===== config.mk =====
export PLATFORM = sky130hd
export DESIGN_NAME = radix4_booth_seq_mult
export DESIGN_NICKNAME = d
export VERILOG_FILES = /design/src/rtl/radix4_booth_seq_mult.sv
export SDC_FILE = /design/constraint.sdc
export NUM_CORES = 1
export LEC_CHECK = 0
export ABC_AREA = 1
export CAP_MARGIN = 0
export CORE_MARGIN = 2
export CORE_UTILIZATION = 35
export CTS_CLUSTER_SIZE = 12
export DETAILED_ROUTE_END_ITERATION = 7
export MAX_ROUTING_LAYER = met4
export PLACE_DENSITY = 0.49
export SLEW_MARGIN = 30
export SYNTH_ARGS = -nofsm -noshare
export SYNTH_HDL_FRONTEND = slang
export SYNTH_SLANG_ARGS = --single-unit

===== constraint.sdc =====
create_clock -name clk -period 5.7 [get_ports clk]
set_clock_uncertainty 0.1 [all_clocks]
set_input_delay 1.425 -clock clk [delete_from_list [all_inputs] [get_ports clk]]
set_output_delay 1.425 -clock clk [all_outputs]
set_load 0.02 [all_outputs]

===== src/rtl/radix4_booth_seq_mult.sv =====
// Iterative unsigned radix-4 Booth multiplier, one digit per clock, with optional
// low-column truncation. Define RADIX4_APPROX_COMP_EN to add truncation bias compensation.
module radix4_booth_seq_mult #(
    parameter int unsigned WIDTH       = 32,
    parameter int unsigned APPROX_COLS = 16
) (
    input  logic               clk,
    input  logic               rst,
    input  logic               in_valid,
    output logic               in_ready,
    input  logic [WIDTH-1:0]   A,
    input  logic [WIDTH-1:0]   B,
    input  logic               approx_en,
    output logic               out_valid,
    input  logic               out_ready,
    output logic [2*WIDTH-1:0] P,
    output logic               busy
);

    localparam int unsigned PW         = 2 * WIDTH;
    localparam int unsigned NUM_DIGITS = WIDTH / 2 + 1;
    localparam int unsigned BW         = WIDTH + 3;
    localparam int unsigned CW         = $clog2(NUM_DIGITS);

    localparam logic [CW-1:0] LAST_DIGIT = CW'(NUM_DIGITS - 1);
    // Columns kept after truncation; all ones when APPROX_COLS is zero.
    localparam logic [PW-1:0] KEEP_MASK  = {PW{1'b1}} << APPROX_COLS;
`ifdef RADIX4_APPROX_COMP_EN
    localparam logic [PW-1:0] COMP = (APPROX_COLS > 0) ?
                                     (PW'(NUM_DIGITS) << (APPROX_COLS - 1)) : '0;
`endif

    typedef enum logic [1:0] {
        StIdle,
        StBusy,
        StDone
    } state_e;

    state_e          state_q, state_d;
    logic [CW-1:0]   cnt_q;
    logic [PW-1:0]   mcand_q;
    logic [BW-1:0]   mult_q;
    logic            approx_q;
    logic [PW-1:0]   acc_q;

    logic [2:0]      digit;
    logic [PW-1:0]   pp;
    logic [PW-1:0]   acc_next;
    logic            last_digit;

    assign P          = acc_q;
    assign last_digit = (cnt_q == LAST_DIGIT);

    always_comb begin
        state_d   = state_q;
        in_ready  = 1'b0;
        out_valid = 1'b0;
        busy      = 1'b0;
        unique case (state_q)
            StIdle: begin
                in_ready = 1'b1;
                if (in_valid) begin
                    state_d = StBusy;
                end
            end
            StBusy: begin
                busy = 1'b1;
                if (last_digit) begin
                    state_d = StDone;
                end
            end
            StDone: begin
                busy      = 1'b1;
                out_valid = 1'b1;
                if (out_ready) begin
                    state_d = StIdle;
                end
            end
            default: state_d = StIdle;
        endcase
    end

    // mult_q[2:0] is {b[2i+1], b[2i], b[2i-1]} for the current digit.
    assign digit = mult_q[2:0];

    always_comb begin
        pp = '0;
        case (digit)
            3'b001, 3'b010: pp = mcand_q;
            3'b011:         pp = mcand_q << 1;
            3'b100:         pp = -(mcand_q << 1);
            3'b101, 3'b110: pp = -mcand_q;
            default:        pp = '0;
        endcase
        if (approx_q) begin
            pp = pp & KEEP_MASK;
        end
    end

    always_comb begin
        acc_next = acc_q + pp;
`ifdef RADIX4_APPROX_COMP_EN
        if (approx_q && last_digit) begin
            acc_next = acc_next + COMP;
        end
`endif
    end

    always_ff @(posedge clk) begin
        if (rst) begin
            state_q  <= StIdle;
            cnt_q    <= '0;
            mcand_q  <= '0;
            mult_q   <= '0;
            approx_q <= 1'b0;
            acc_q    <= '0;
        end else begin
            state_q <= state_d;
            if (state_q == StIdle && in_valid) begin
                mcand_q  <= {{WIDTH{1'b0}}, A};
                mult_q   <= {2'b00, B, 1'b0};
                approx_q <= approx_en;
                acc_q    <= '0;
                cnt_q    <= '0;
            end else if (state_q == StBusy) begin
                acc_q   <= acc_next;
                mcand_q <= mcand_q << 2;
                mult_q  <= mult_q >> 2;
                cnt_q   <= last_digit ? '0 : cnt_q + CW'(1);
            end
        end
    end

endmodule


# After elaboration in Yosys (flattened, before gate mapping)
# Index checks and enable logic that the tools add are counted.
# word_totals
ff_bits,169
in_bits,69
# classes
n_addsub,4
eq_ne,12
muxes,14
n_reduce_logical,8
# ops
op,count
$pmux 64 s4,1
$neg 64->64,2
$mux 33,2
$add 64x64->64,1
$mux 32,2
$mux 16,1
$eq 3x3->1 const B,3
$reduce_or 2->1,4
$eq 3x2->1 const B,2
$mux 2,3
$ne 2x2->1 const B,3
$pmux 2 s3,1
$add 5x1->5 const B,1
$eq 5x5->1 const B,1
$mux 5,1
$eq 3x1->1 const B,1
$mux 1,3
$reduce_and 3->1,1
$eq 2x1->1 const B,1
$eq 2x2->1 const B,1
$logic_not 2->1,1
$reduce_bool 2->1,1
$logic_and 1x1->1,1

# Logic depth before layout (Yosys ltp)
# Gate-level depths: netlist of run 1.
# logic_depth
word_depth,5
ltp_mapped,31
ltp_nobuf,30

# Worst setup path after synthesis of run 1
# OpenSTA, ideal clock, no wires.
# synth_timing
path_type,register to register
from,register mcand_q[0]
to,register acc_q[63] (netlist: P[63])
setup_time_ps,113
arrival_time_ps,3249
setup_slack_ps,2238
stages_incl_launch_ff,28
path_cell_list,dfxtp_1 > inv_1 > ha_1 > nand2_1 > nor3_2 > nand2_1 > nor3_4 > nand3_1 > clkinv_1 > nand2_1 > nand3_1 > o21ai_1 > a21oi_1 > nand2_1 > ha_1 > nand2_1 > nor2_1 > inv_1 > nor2_1 > nand2_1 > nor3_1 > nand2_1 > nand2_1 > nand2_1 > nand2_1 > nor2_1 > nor2_1 > nor2_1
# synth_via
elab_chain_cells,4
# synth_lines
element,line,source
start: declaration,41,logic [PW-1:0] mcand_q;
start signal: assignment,120,"mcand_q <= {{WIDTH{1'b0}}, A};"
start signal: assignment,127,mcand_q <= mcand_q << 2;
"$neg 64->64, on equally long branches","92, 91",
$pmux 64 s4 *,88,case (digit)
$mux 16,95,if (approx_q) begin
$add 64x64->64 *,101,acc_next = acc_q + pp;
end signal: assignment,126,acc_q <= acc_next;
end: declaration,44,logic [PW-1:0] acc_q;
# Mark *: on every way between the ends. The rest lies on a longest branch, timed or not.
# A chain may end at the register's enable or synchronous reset.

# Worst setup path after layout of run 1
# layout_timing
from,register mcand_q[0]
to,register acc_q[55] (netlist: P[55])
# The elaborated chain is that of the path after synthesis.

==> summary.txt, run 1 <==
Detailed routing
  – Number of remaining DRC errors: 0
  – DR vias/cell: about 5.2
  – DRT iter0 DRCs: around 1,300
  – First-pass DRT Iterations: 5
  – Per-cell routed wire length: around 19 um
  – Total Wirelength: ~59,000 um
  – Vias: approximately 17,000
  – Post-DRT Antenna Nets: 0

Timing
  – TNS Setup: 0 ns
  – Minimum clock period: approximately 4.7 ns
  – Final Max Tran Viols: 0
  – Period utilization: between 80% and 90%
  – Final hold slack: 0.364 ns
  – Max Fclk: roughly 210 MHz
  – Fin. Hold Viols: 0
  – Worst Tran Pin Value: ~0.93 ns
  – RSZ-0062 raised after global routing: false
  – Worst slew margin: a little under two fifths
  – Final setup fails: 0

GRT
  – Largest net degree at the start of global routing: slightly above 90
  – Vias in the first global route: 15,600
  – Initial antenna violation count: 0
  – Gr usage total: between 20% and 30%
  – Remaining Overflow, GRT: 0
  – First-pass GRT wire length: slightly above 90,000 um

Setup path
  – Crit-path max cell delay: about 0.48 ns
  – WP data required: between 5 and 6 ns
  – CP cell instances: inv_1 -> ha_1 -> nand2_1 -> nor3_2 -> nand2_1 -> nor3_4 -> nand3_1 -> clkinv_1 -> nand3_1 -> nand3_1 -> o2111ai_1 -> ha_1 -> inv_1 -> o21ai_0 -> a21oi_1 -> nand2_1 -> o21bai_1 -> nor2_1 -> nand2_1 -> nand2_1 -> nand2_1 -> o21ai_0 -> inv_1
  – CP Max Fanout: 5
  – CP dominant cell by count: nand2_1
  – Critical path's slowest cell: ha_1
  – Crit path launch type: flop
  – CP Capture Type: flop
  – Critical path class: reg -> reg
  – Crit path arrival time: approximately 5 ns

CTS
  – CTS H-tree depth: 4
  – Clock transition at the registers of the reported paths: about 0.070 ns
  – CTS Buffer Depth: 2
  – Clock sinks: 169
  – Worst-Skew Late Latency: about 0.5 ns
  – Post-CTS sizing: 0
  – CTS Root Cell: clkbuf_16
  – Total CTS buffers: 17
  – CTS tree: done
  – CTS Hold Bufs: 0
  – Number of post-CTS setup repair buffers: 0

Layout
  – Nets: 2,751
  – Ant. Diodes: 0
  – Fillers: ~4,800
  – Final non-filler cell area: 0.0171 sq mm
  – Most common cell after layout, fill and taps aside: nand2_1
  – Share of layout cells above drive strength 1: 3.28%
  – Most frequent cells in the layout: nand2_1 (588), nor2_1 (407), inv_1 (343)
  – Synth-to-Final Area Change: 16.5%

Placed design
  – Hpwl dp: ~48,000 um
  – Placed Area: approximately 0.017 sq mm
  – IO Port Bufs: 135
  – Placer congestion estimate: 1.04

Logic synthesis
  – Post-Syn Nets: 2,674
  – Seq/Total Area, Yosys: roughly 23%
  – Avg Inst Size Synth: 5.80 sq um
  – Commonest register cell after synthesis: dfxtp_1
  – FF+latch count, synth: 169
  – Netlist Area Pre-Place: between 0.01 and 0.015 sq mm
  – Synth Warn #: 0
  – Post-synth EDFFs: 0
  – Post-Synthesis Cells: roughly 2,500
  – Ys async rst share: 0%
  – Library cells used by synthesis: between 40 and 50

Job
  – Max-cap violation count: 0

Floorplanning
  – Top Ports: 136
  – Initial Util: between 30% and 40%
  – Die Y: around 210 um
  – Die area: roughly 0.044 sq mm
  – DIE WIDTH: 209 um
  – Cell row count: 75
  – Core box area: 0.0417 sq mm

Power
  – Pwr dens: between 400 and 500 mW/mm^2
  – Leakage: around 7.5 nW
  – Worst vdd ir: between 200 and 250 uV

Min path
  – Worst Hold Class: reg -> reg

Run status
  – Status: finished clean
[critical path, delay by kind of cell (launching register included)]
family | cells | cell delay (ns)
DFF | 1 | 0.34
and+or+nand+nor | 12 | 1.89
buffers and inverters | 4 | 0.39
AOI/OAI and AO/OA | 5 | 1.17
adders and majority gates | 2 | 0.71
[power by group]
| group | switching [mW] | internal [mW] |
|---|---|---|
| logic | 3.07 | 1.49 |
| registers | 0.360 | 1.47 |
| clock network | 0.580 | 0.670 |
| total | 4.01 | 3.63 |
[synthesized netlist by cell type, types with 12 or more instances]
library cell	number	area [sq um]
a21oi_1	261	1310
o2111ai_1	24	210
clkbuf_1	74	278
nor3_1	26	130
dfxtp_1	169	3380
o22ai_1	34	213
buf_1	15	56.3
o21ai_0	163	816
ha_1	69	863
nand3_1	148	741
xor2_1	64	561
nor2_1	409	1540
nand2_1	590	2210
o21bai_1	12	90.1
inv_1	345	1290
nand4_1	18	113
[final cells by class]
class / instances / area, sq um / area share, %
Tap cell: 539 / 674 / 3.94
Timing Repair Buffer: 152 / 1480 / 8.64
Sequential cell: 169 / 3380 / 19.8
Clock inverter: 13 / 159 / 0.928
Inverter: 349 / 1310 / 7.67
Clock buffer: 19 / 443 / 2.59
Multi-Input combinational cell: 1923 / 9670 / 56.5
[sequential cells by signal, indices dropped and copies added, names as in the netlist]
register and flops:
mcand_q 64, state_q 2, cnt_q 5, approx_q 1, P 64, mult_q 33
[through the flow]
step | setup slack, ns | util, % | total power, mW | std cells
final | 0.987 | 41.1 | 7.65 | 3164
after global routing | 0.735 | 41.1 | 8.26 | 3164
after CTS | 1.11 | 41.1 | 7.67 | 3164
after detailed placement | 1.13 | 39.6 | 6.40 | 3132
after global placement | 1.15 | 39.6 | 6.38 | 3132
after floorplan | 2.24 | - | 4.81 | 2535
[metal layers]
metal | GRT usage, % | vias up | routed length (um)
met3 | 4.03 | 56 | 3270
met1 | 39.0 | 7685 | 28800
met2 | 42.6 | 459 | 26200
met5 | - | - | 0
met4 | 7.41 | 0 | 1170
li1 | - | 8398 | -
[worst paths after layout]
| check | start | to | slack [ns] | cells past startpoint |
|---|---|---|---|---|
| worst min register to register | mult_q[25]$_SDFFE_PP0P_ | mult_q[23]$_SDFFE_PP0P_ | 0.36 | 2 |
| worst max register to register | mcand_q[0]$_SDFFE_PP0P_ | P[55]$_SDFFE_PP0P_ | 0.99 | 23 |
| worst max-delay path | mcand_q[0]$_SDFFE_PP0P_ | P[55]$_SDFFE_PP0P_ | 0.99 | 23 |
| worst min-delay path | mult_q[25]$_SDFFE_PP0P_ | mult_q[23]$_SDFFE_PP0P_ | 0.36 | 2 |
[kinds of logic after synthesis]
kind of cell               after synthesis  share of synthesized area [%]
xor gates and xnor gates                69                           4.11
AOI/OAI and AO/OA                      550                           20.9
adders and majority gates               70                           6.01
and+or+nand+nor                       1234                           34.6
DFF                                    169                           23.0
buffers and inverters                  443                           11.4
(Power assumes the default switching activity.)
==> run 2: changes to the inputs <==
- clock period: 5.7 -> 4.6 ns (I/O delays scaled with it)
==> run 2 against run 1 <==
Against the previous run: maximum frequency rose by 9.6%; die area did not move; highest routed layer unchanged; utilization rose by 0.58 points.
==> summary.txt, run 2 (synthesis results as in run 1) <==
Setup path
  – Critical path class: reg -> reg
  – Worst path depth: 21 (-8.7%)
  – Worst path bufs/invs: 4 (unchanged)
  – CP delay by family, top: simple AND/OR/NAND/NOR gates
  – Crit path from: mcand_q[0]$_SDFFE_PP0P_
  – Worst R2R Setup Slack: 0.30 ns (-0.69 ns)
  – Crit path launch type: flop
  – WP data required: 4.89 ns (-1.10 ns)
  – Crit-path max cell delay: 0.48 ns (about the same)
  – Critical path's slowest cell: ha_1
  – CP Max Fanout: 4 (-1)
  – CP Capture Type: flop
  – Reg2Reg Launch Point: mcand_q[0]$_SDFFE_PP0P_
  – CP cell instances: inv_1 -> ha_1 -> nand2_1 -> nor3_4 -> buf_4 -> nand3_1 -> xor2_1 -> inv_1 -> a21oi_1 -> o21ai_0 -> ha_1 -> nand2_1 -> o21a_1 -> o21ai_0 -> a21oi_1 -> nand2_1 -> nand2_1 -> nand3_1 -> nand3_1 -> nand2_1 -> inv_1
  – Crit path arrival time: 4.59 ns (-0.41 ns)
  – Worst R2R End: P[46]$_SDFFE_PP0P_
  – Register-to-Register Path Depth: 21 (-8.7%)
  – CP dominant cell by count: nand2_1

GRT
  – First-pass GRT wire length: 91,200 um (about the same)
  – Largest net degree at the start of global routing: 150 (+65%)
  – Initial antenna violation count: 0 (unchanged)
  – Vias in the first global route: 15,800 (+0.91%)
  – Gr usage total: 28.0% (-0.088 points)
  – Remaining Overflow, GRT: 0 (unchanged)

Floorplanning
  – Cell row count: 75 (unchanged)
  – Core box area: 0.0417 sq mm (unchanged)
  – Die Y: 209 um (unchanged)
  – DIE WIDTH: 209 um (unchanged)
  – Initial Util: 35.3% (unchanged)
  – Top Ports: 136 (unchanged)
  – Die area: 0.0437 sq mm (unchanged)

Timing
  – TNS Setup: 0 ns (unchanged)
  – Final Max Tran Viols: 0 (unchanged)
  – Final hold slack: 0.366 ns (+0.00203 ns)
  – Final Worst Setup Slack: 0.300 ns (-0.687 ns)
  – Period utilization: 93.5% (+11 points)
  – Final setup fails: 0 (unchanged)
  – Worst Tran Pin Value: 0.948 ns (+0.0159 ns)
  – Worst slew margin: 36.8% (-1.1 points)
  – Fin. Hold Viols: 0 (unchanged)
  – Minimum clock period: 4.30 ns (-0.413 ns)
  – Max Fclk: 233 MHz (+9.6%)

Detailed routing
  – Vias: 16,700 (+0.72%)
  – Post-DRT Antenna Nets: 0 (unchanged)
  – Top layer in use: met4
  – DR vias/cell: 5.25 (about the same)
  – First-pass DRT Iterations: 8 (+3)
  – Met1 Wirelength: 29,400 um (+2.1%)
  – Number of remaining DRC errors: 0 (unchanged)
  – DRT iter0 DRCs: 1,254 (-2.6%)
  – Wire length on met2: 25,900 um (-1.2%)
  – Met3 WL: 2460 um (-25%)
  – Per-cell routed wire length: 18.5 um (-1.3%)
  – Total Wirelength: 59,000 um (-0.57%)

Layout
  – Final Util: 41.7% (+0.58 points)
  – Share of layout cells above drive strength 1: 4.46% (+1.2 points)
  – Most frequent cells in the layout: nand2_1 (588), nor2_1 (402), inv_1 (344)
  – Nets: 2,774 (+0.84%)
  – Ant. Diodes: 0 (unchanged)
  – Fillers: 4,675 (-2.2%)
  – Post-Layout Cell Count: 3,187 (+0.73%)
  – Most common cell after layout, fill and taps aside: nand2_1
  – Synth-to-Final Area Change: 18.1%
  – Final non-filler cell area: 0.0174 sq mm (+1.4%)

Placed design
  – Placed insts: 3,151 (+0.61%)
  – Hpwl dp: 46,700 um (-1.8%)
  – Placed Area: 0.0167 sq mm (+1.2%)
  – IO Port Bufs: 135 (unchanged)
  – Placer congestion estimate: 1.03 (-1.4%)
  – Dpl ws: 0.0473 ns (-1.08 ns)

Min path
  – Hold path startpoint: mult_q[31]$_SDFFE_PP0P_
  – Worst Hold Depth: 2 (unchanged)
  – Hold Path End: mult_q[31]$_SDFFE_PP0P_
  – Worst Hold Class: reg -> reg

CTS
  – CTS H-tree depth: 4 (unchanged)
  – Total CTS buffers: 17 (unchanged)
  – CTS Buffer Depth: 2 (unchanged)
  – Clock transition at the registers of the reported paths: 0.07 ns (about the same)
  – CTS tree: done
  – Worst-Skew Late Latency: 0.49 ns (about the same)
  – CTS Root Cell: clkbuf_16
  – CTS Hold Bufs: 0 (unchanged)
  – Clock sinks: 169 (unchanged)

Run status
  – Status: finished clean

Power
  – Leakage: 7.57 nW (+1.4%)
  – Post-layout power: 9.44 mW (+23%)
  – Worst vdd ir: 341 uV (+53%)
  – Sw power: 4.94 mW (+23%)
  – Switching share of power: 52.3% (-0.14 points)
  – Clock power frac: 15.3% (-1.0 points)
  – Int Power: 4.50 mW (+24%)
  – Seq pwr share: 23.9% (about the same)
  – Pwr dens: 544 mW/mm^2 (+22%)
  – Comb pwr share: 60.8% (+1.1 points)

Job
  – Max-cap violation count: 0 (unchanged)
[run 2: worst min-delay path, cell delays in order, from the launching register on]
cell and delay [ns]:
dfxtp_1 0.31, nand2_1 0.06, a21oi_1 0.05
[run 2: what timing repair did]
action                                  CTS  global route
buffers inserted                          0             4
endpoints found under the setup margin    0            24
endpoints found under the hold margin     0             0
gates resized for setup                   0            17
[run 2: worst max path at each step]
stage,slack [ns],endpoint
after floorplan,1.14,P[63]$_SDFFE_PP0P_
after global placement,0.09,P[53]$_SDFFE_PP0P_
after detailed placement,0.05,P[53]$_SDFFE_PP0P_
after CTS,0.03,P[53]$_SDFFE_PP0P_
after global routing,-0.01,P[51]$_SDFFE_PP0P_
final,0.30,P[46]$_SDFFE_PP0P_
[run 2: layout make-up]
| class | count | area, sq um | share of cell area (%) |
|---|---|---|---|
| clock buffers | 21 | 440 | 2.54 |
| clock inverters | 11 | 113 | 0.649 |
| well taps | 539 | 674 | 3.88 |
| multi-input cells | 1923 | 9720 | 56.0 |
| repair buffers | 175 | 1710 | 9.87 |
| inverters | 349 | 1310 | 7.56 |
| flip-flops and latches | 169 | 3380 | 19.5 |
[run 2: per-layer routing]
layer,up-vias,global-route usage [%]
li1,8457,-
met1,7737,38.7
met2,457,42.8
met3,67,3.28
met4,0,8.18
met5,-,-
[run 2: power by group through the flow]
stage,combinational (mW),clock [mW],sequential [mW]
finish,5.74,1.45,2.25
global route,6.38,1.55,2.30
CTS,5.69,1.50,2.26
detailed placement,5.67,0,2.29
global placement,5.66,0,2.28
floorplan,3.67,0,2.29
==> run 3: changes to the inputs <==
- CAP_MARGIN: 0 -> 20
- CTS_BUF_LIST: not set -> sky130_fd_sc_hd__clkbuf_4 sky130_fd_sc_hd__clkbuf_8 sky130_fd_sc_hd__clkbuf_16
==> run 3 against run 2 <==
Against the previous run: worst setup slack barely moved; flip-flop and latch count unchanged; critical path type unchanged; count of clock-buffer cells in the layout stayed put; highest routed layer unchanged.
==> summary.txt, run 3 (synthesis results as in run 1) <==
Timing
  – TNS Setup: 0 ns (unchanged)
  – Worst slew margin: 36.4% (-0.36 points)
  – Final Max Tran Viols: 0 (unchanged)
  – Final hold slack: 0.366 ns (-0.0000170 ns)
  – Worst Tran Pin Value: 0.954 ns (+0.00543 ns)
  – Final Worst Setup Slack: 0.300 ns (-0.000188 ns)
  – Max Fclk: 233 MHz (about the same)
  – Final setup fails: 0 (unchanged)
  – Minimum clock period: 4.30 ns (+0.000188 ns)
  – Fin. Hold Viols: 0 (unchanged)
  – Period utilization: 93.5% (about the same)

CTS
  – Clock sinks: 169 (unchanged)
  – CTS tree: done
  – Worst-Skew Late Latency: 0.49 ns (about the same)
  – Clock transition at the registers of the reported paths: 0.07 ns (about the same)
  – CTS H-tree depth: 4 (unchanged)
  – CTS Buffer Depth: 2 (unchanged)
  – CTS Hold Bufs: 0 (unchanged)
  – CTS Root Cell: clkbuf_16
  – Total CTS buffers: 17 (unchanged)

Placed design
  – IO Port Bufs: 135 (unchanged)
  – Hpwl dp: 46,700 um (unchanged)
  – Dpl ws: 0.0473 ns (unchanged)
  – Placed Area: 0.0167 sq mm (unchanged)
  – Placer congestion estimate: 1.03 (unchanged)

Detailed routing
  – Per-cell routed wire length: 18.5 um (about the same)
  – First-pass DRT Iterations: 8 (unchanged)
  – Post-DRT Antenna Nets: 0 (unchanged)
  – DRT iter0 DRCs: 1,256 (+0.16%)
  – Vias: 16,700 (-0.066%)
  – Total Wirelength: 59,000 um (about the same)
  – Number of remaining DRC errors: 0 (unchanged)
  – DR vias/cell: 5.24 (about the same)

Job
  – Max-cap violation count: 0 (unchanged)

Layout
  – Final non-filler cell area: 0.0174 sq mm (about the same)
  – Most frequent cells in the layout: nand2_1 (588), nor2_1 (402), inv_1 (344)
  – Synth-to-Final Area Change: 18.2% (about the same)
  – Share of layout cells above drive strength 1: 4.61% (+0.15 points)
  – Nets: 2,774 (unchanged)
  – Ant. Diodes: 0 (unchanged)
  – Most common cell after layout, fill and taps aside: nand2_1

Power
  – Clock power frac: 15.5% (+0.2 points)
  – Switching share of power: 52.2% (-0.13 points)
  – Seq pwr share: 23.8% (about the same)
  – Leakage: 7.58 nW (+0.18%)
  – Comb pwr share: 60.6% (-0.2 points)
  – Pwr dens: 544 mW/mm^2 (+0.16%)
  – Int Power: 4.52 mW (+0.52%)
  – Sw power: 4.94 mW (about the same)
  – Worst vdd ir: 341 uV (about the same)

GRT
  – Vias in the first global route: 15,800 (unchanged)
  – First-pass GRT wire length: 91,200 um (unchanged)
  – Remaining Overflow, GRT: 0 (unchanged)
  – Gr usage total: 28.0% (unchanged)
  – Initial antenna violation count: 0 (unchanged)
  – Largest net degree at the start of global routing: 150 (unchanged)

Floorplanning
  – Top Ports: 136 (unchanged)
  – Initial Util: 35.3% (unchanged)
  – DIE WIDTH: 209 um (unchanged)
  – Die area: 0.0437 sq mm (unchanged)
  – Core box area: 0.0417 sq mm (unchanged)
  – Cell row count: 75 (unchanged)
  – Die Y: 209 um (unchanged)

Setup path
  – Reg2Reg Launch Point: mcand_q[0]$_SDFFE_PP0P_
  – Critical path class: reg -> reg
  – CP Capture Type: flop
  – Worst R2R Setup Slack: 0.30 ns (about the same)
  – CP Max Fanout: 4 (unchanged)
  – Crit path arrival time: 4.59 ns (about the same)
  – WP data required: 4.89 ns (about the same)
  – Register-to-Register Path Depth: 21 (unchanged)
  – Crit path launch type: flop
  – Worst R2R End: P[46]$_SDFFE_PP0P_

Min path
  – Worst Hold Class: reg -> reg
  – Worst Hold Depth: 2 (unchanged)
  – Hold path startpoint: mult_q[31]$_SDFFE_PP0P_
  – Hold Path End: mult_q[31]$_SDFFE_PP0P_

Run status
  – Status: finished clean
-- run 3: cell types whose count changed in the layout (fill, tap and decap cells not counted) --
cell	previous run	this run
clkbuf_1	4	0
clkbuf_4	0	4
-- run 3: per-layer routing --
layer  track usage [%]  share of wire (%)  vias up
li1                  -                  -     8456
met1              38.7                 50     7735
met2              42.8                 44      451
met3              3.28                4.3       65
met4              8.18                2.2        0
met5                 -                  0        -
-- run 3: per-stage QoR --
step / std cells / power (mW) / utilization (%)
after floorplan: 2535 / 5.96 / -
after global placement: 3151 / 7.95 / 40.1
after detailed placement: 3151 / 7.95 / 40.1
after CTS: 3183 / 9.46 / 41.5
after global routing: 3187 / 10.3 / 41.7
final: 3187 / 9.46 / 41.7
-- run 3: worst max-delay path by stage --
stage                            start  slack, ns                 end  cells after the start
6_report       mcand_q[0]$_SDFFE_PP0P_       0.30  P[46]$_SDFFE_PP0P_                     21
5_1_grt        mcand_q[0]$_SDFFE_PP0P_      -0.01  P[51]$_SDFFE_PP0P_                     25
4_1_cts        mcand_q[0]$_SDFFE_PP0P_       0.03  P[53]$_SDFFE_PP0P_                     24
3_5_place_dp   mcand_q[0]$_SDFFE_PP0P_       0.05  P[53]$_SDFFE_PP0P_                     24
3_3_place_gp   mcand_q[0]$_SDFFE_PP0P_       0.09  P[53]$_SDFFE_PP0P_                     24
2_1_floorplan  mcand_q[0]$_SDFFE_PP0P_       1.14  P[63]$_SDFFE_PP0P_                     27
-- run 3: area by class of cell --
type	count	area (sq um)
well taps	539	674
multi-input cells	1923	9720
clock inverters	11	113
repair buffers	175	1710
clock buffers	21	455
inverters	349	1310
flip-flops and latches	169	3380
fillers	4672	24300
-- run 3: what timing repair did --
action | CTS | global route
setup buffers | 0 | 4
hold endpoints to repair | 0 | 0
gates resized for setup | 0 | 17
endpoints found under the setup margin | 0 | 24
-- run 3: worst max-delay path, cell delays in order (launching register included) --
cell and delay [ns]:
dfxtp_1 0.34, inv_1 0.14, ha_1 0.25, nand2_1 0.14, nor3_4 0.21, buf_4 0.15
nand3_1 0.20, xor2_1 0.19, inv_1 0.07, a21oi_1 0.13, o21ai_0 0.25, ha_1 0.48
nand2_1 0.12, o21a_1 0.24, o21ai_0 0.37, a21oi_1 0.11, nand2_1 0.17, nand2_1 0.12
nand3_1 0.11, nand3_1 0.15, nand2_1 0.11, inv_1 0.04
-- run 3: power by group through the flow --
stage                     logic (mW)  clock network [mW]  registers, mW
after floorplan                 3.67                   0           2.29
after global placement          5.66                   0           2.28
after detailed placement        5.67                   0           2.29
after CTS                       5.69                1.52           2.26
after global routing            6.38                1.57           2.30
final                           5.74                1.47           2.25
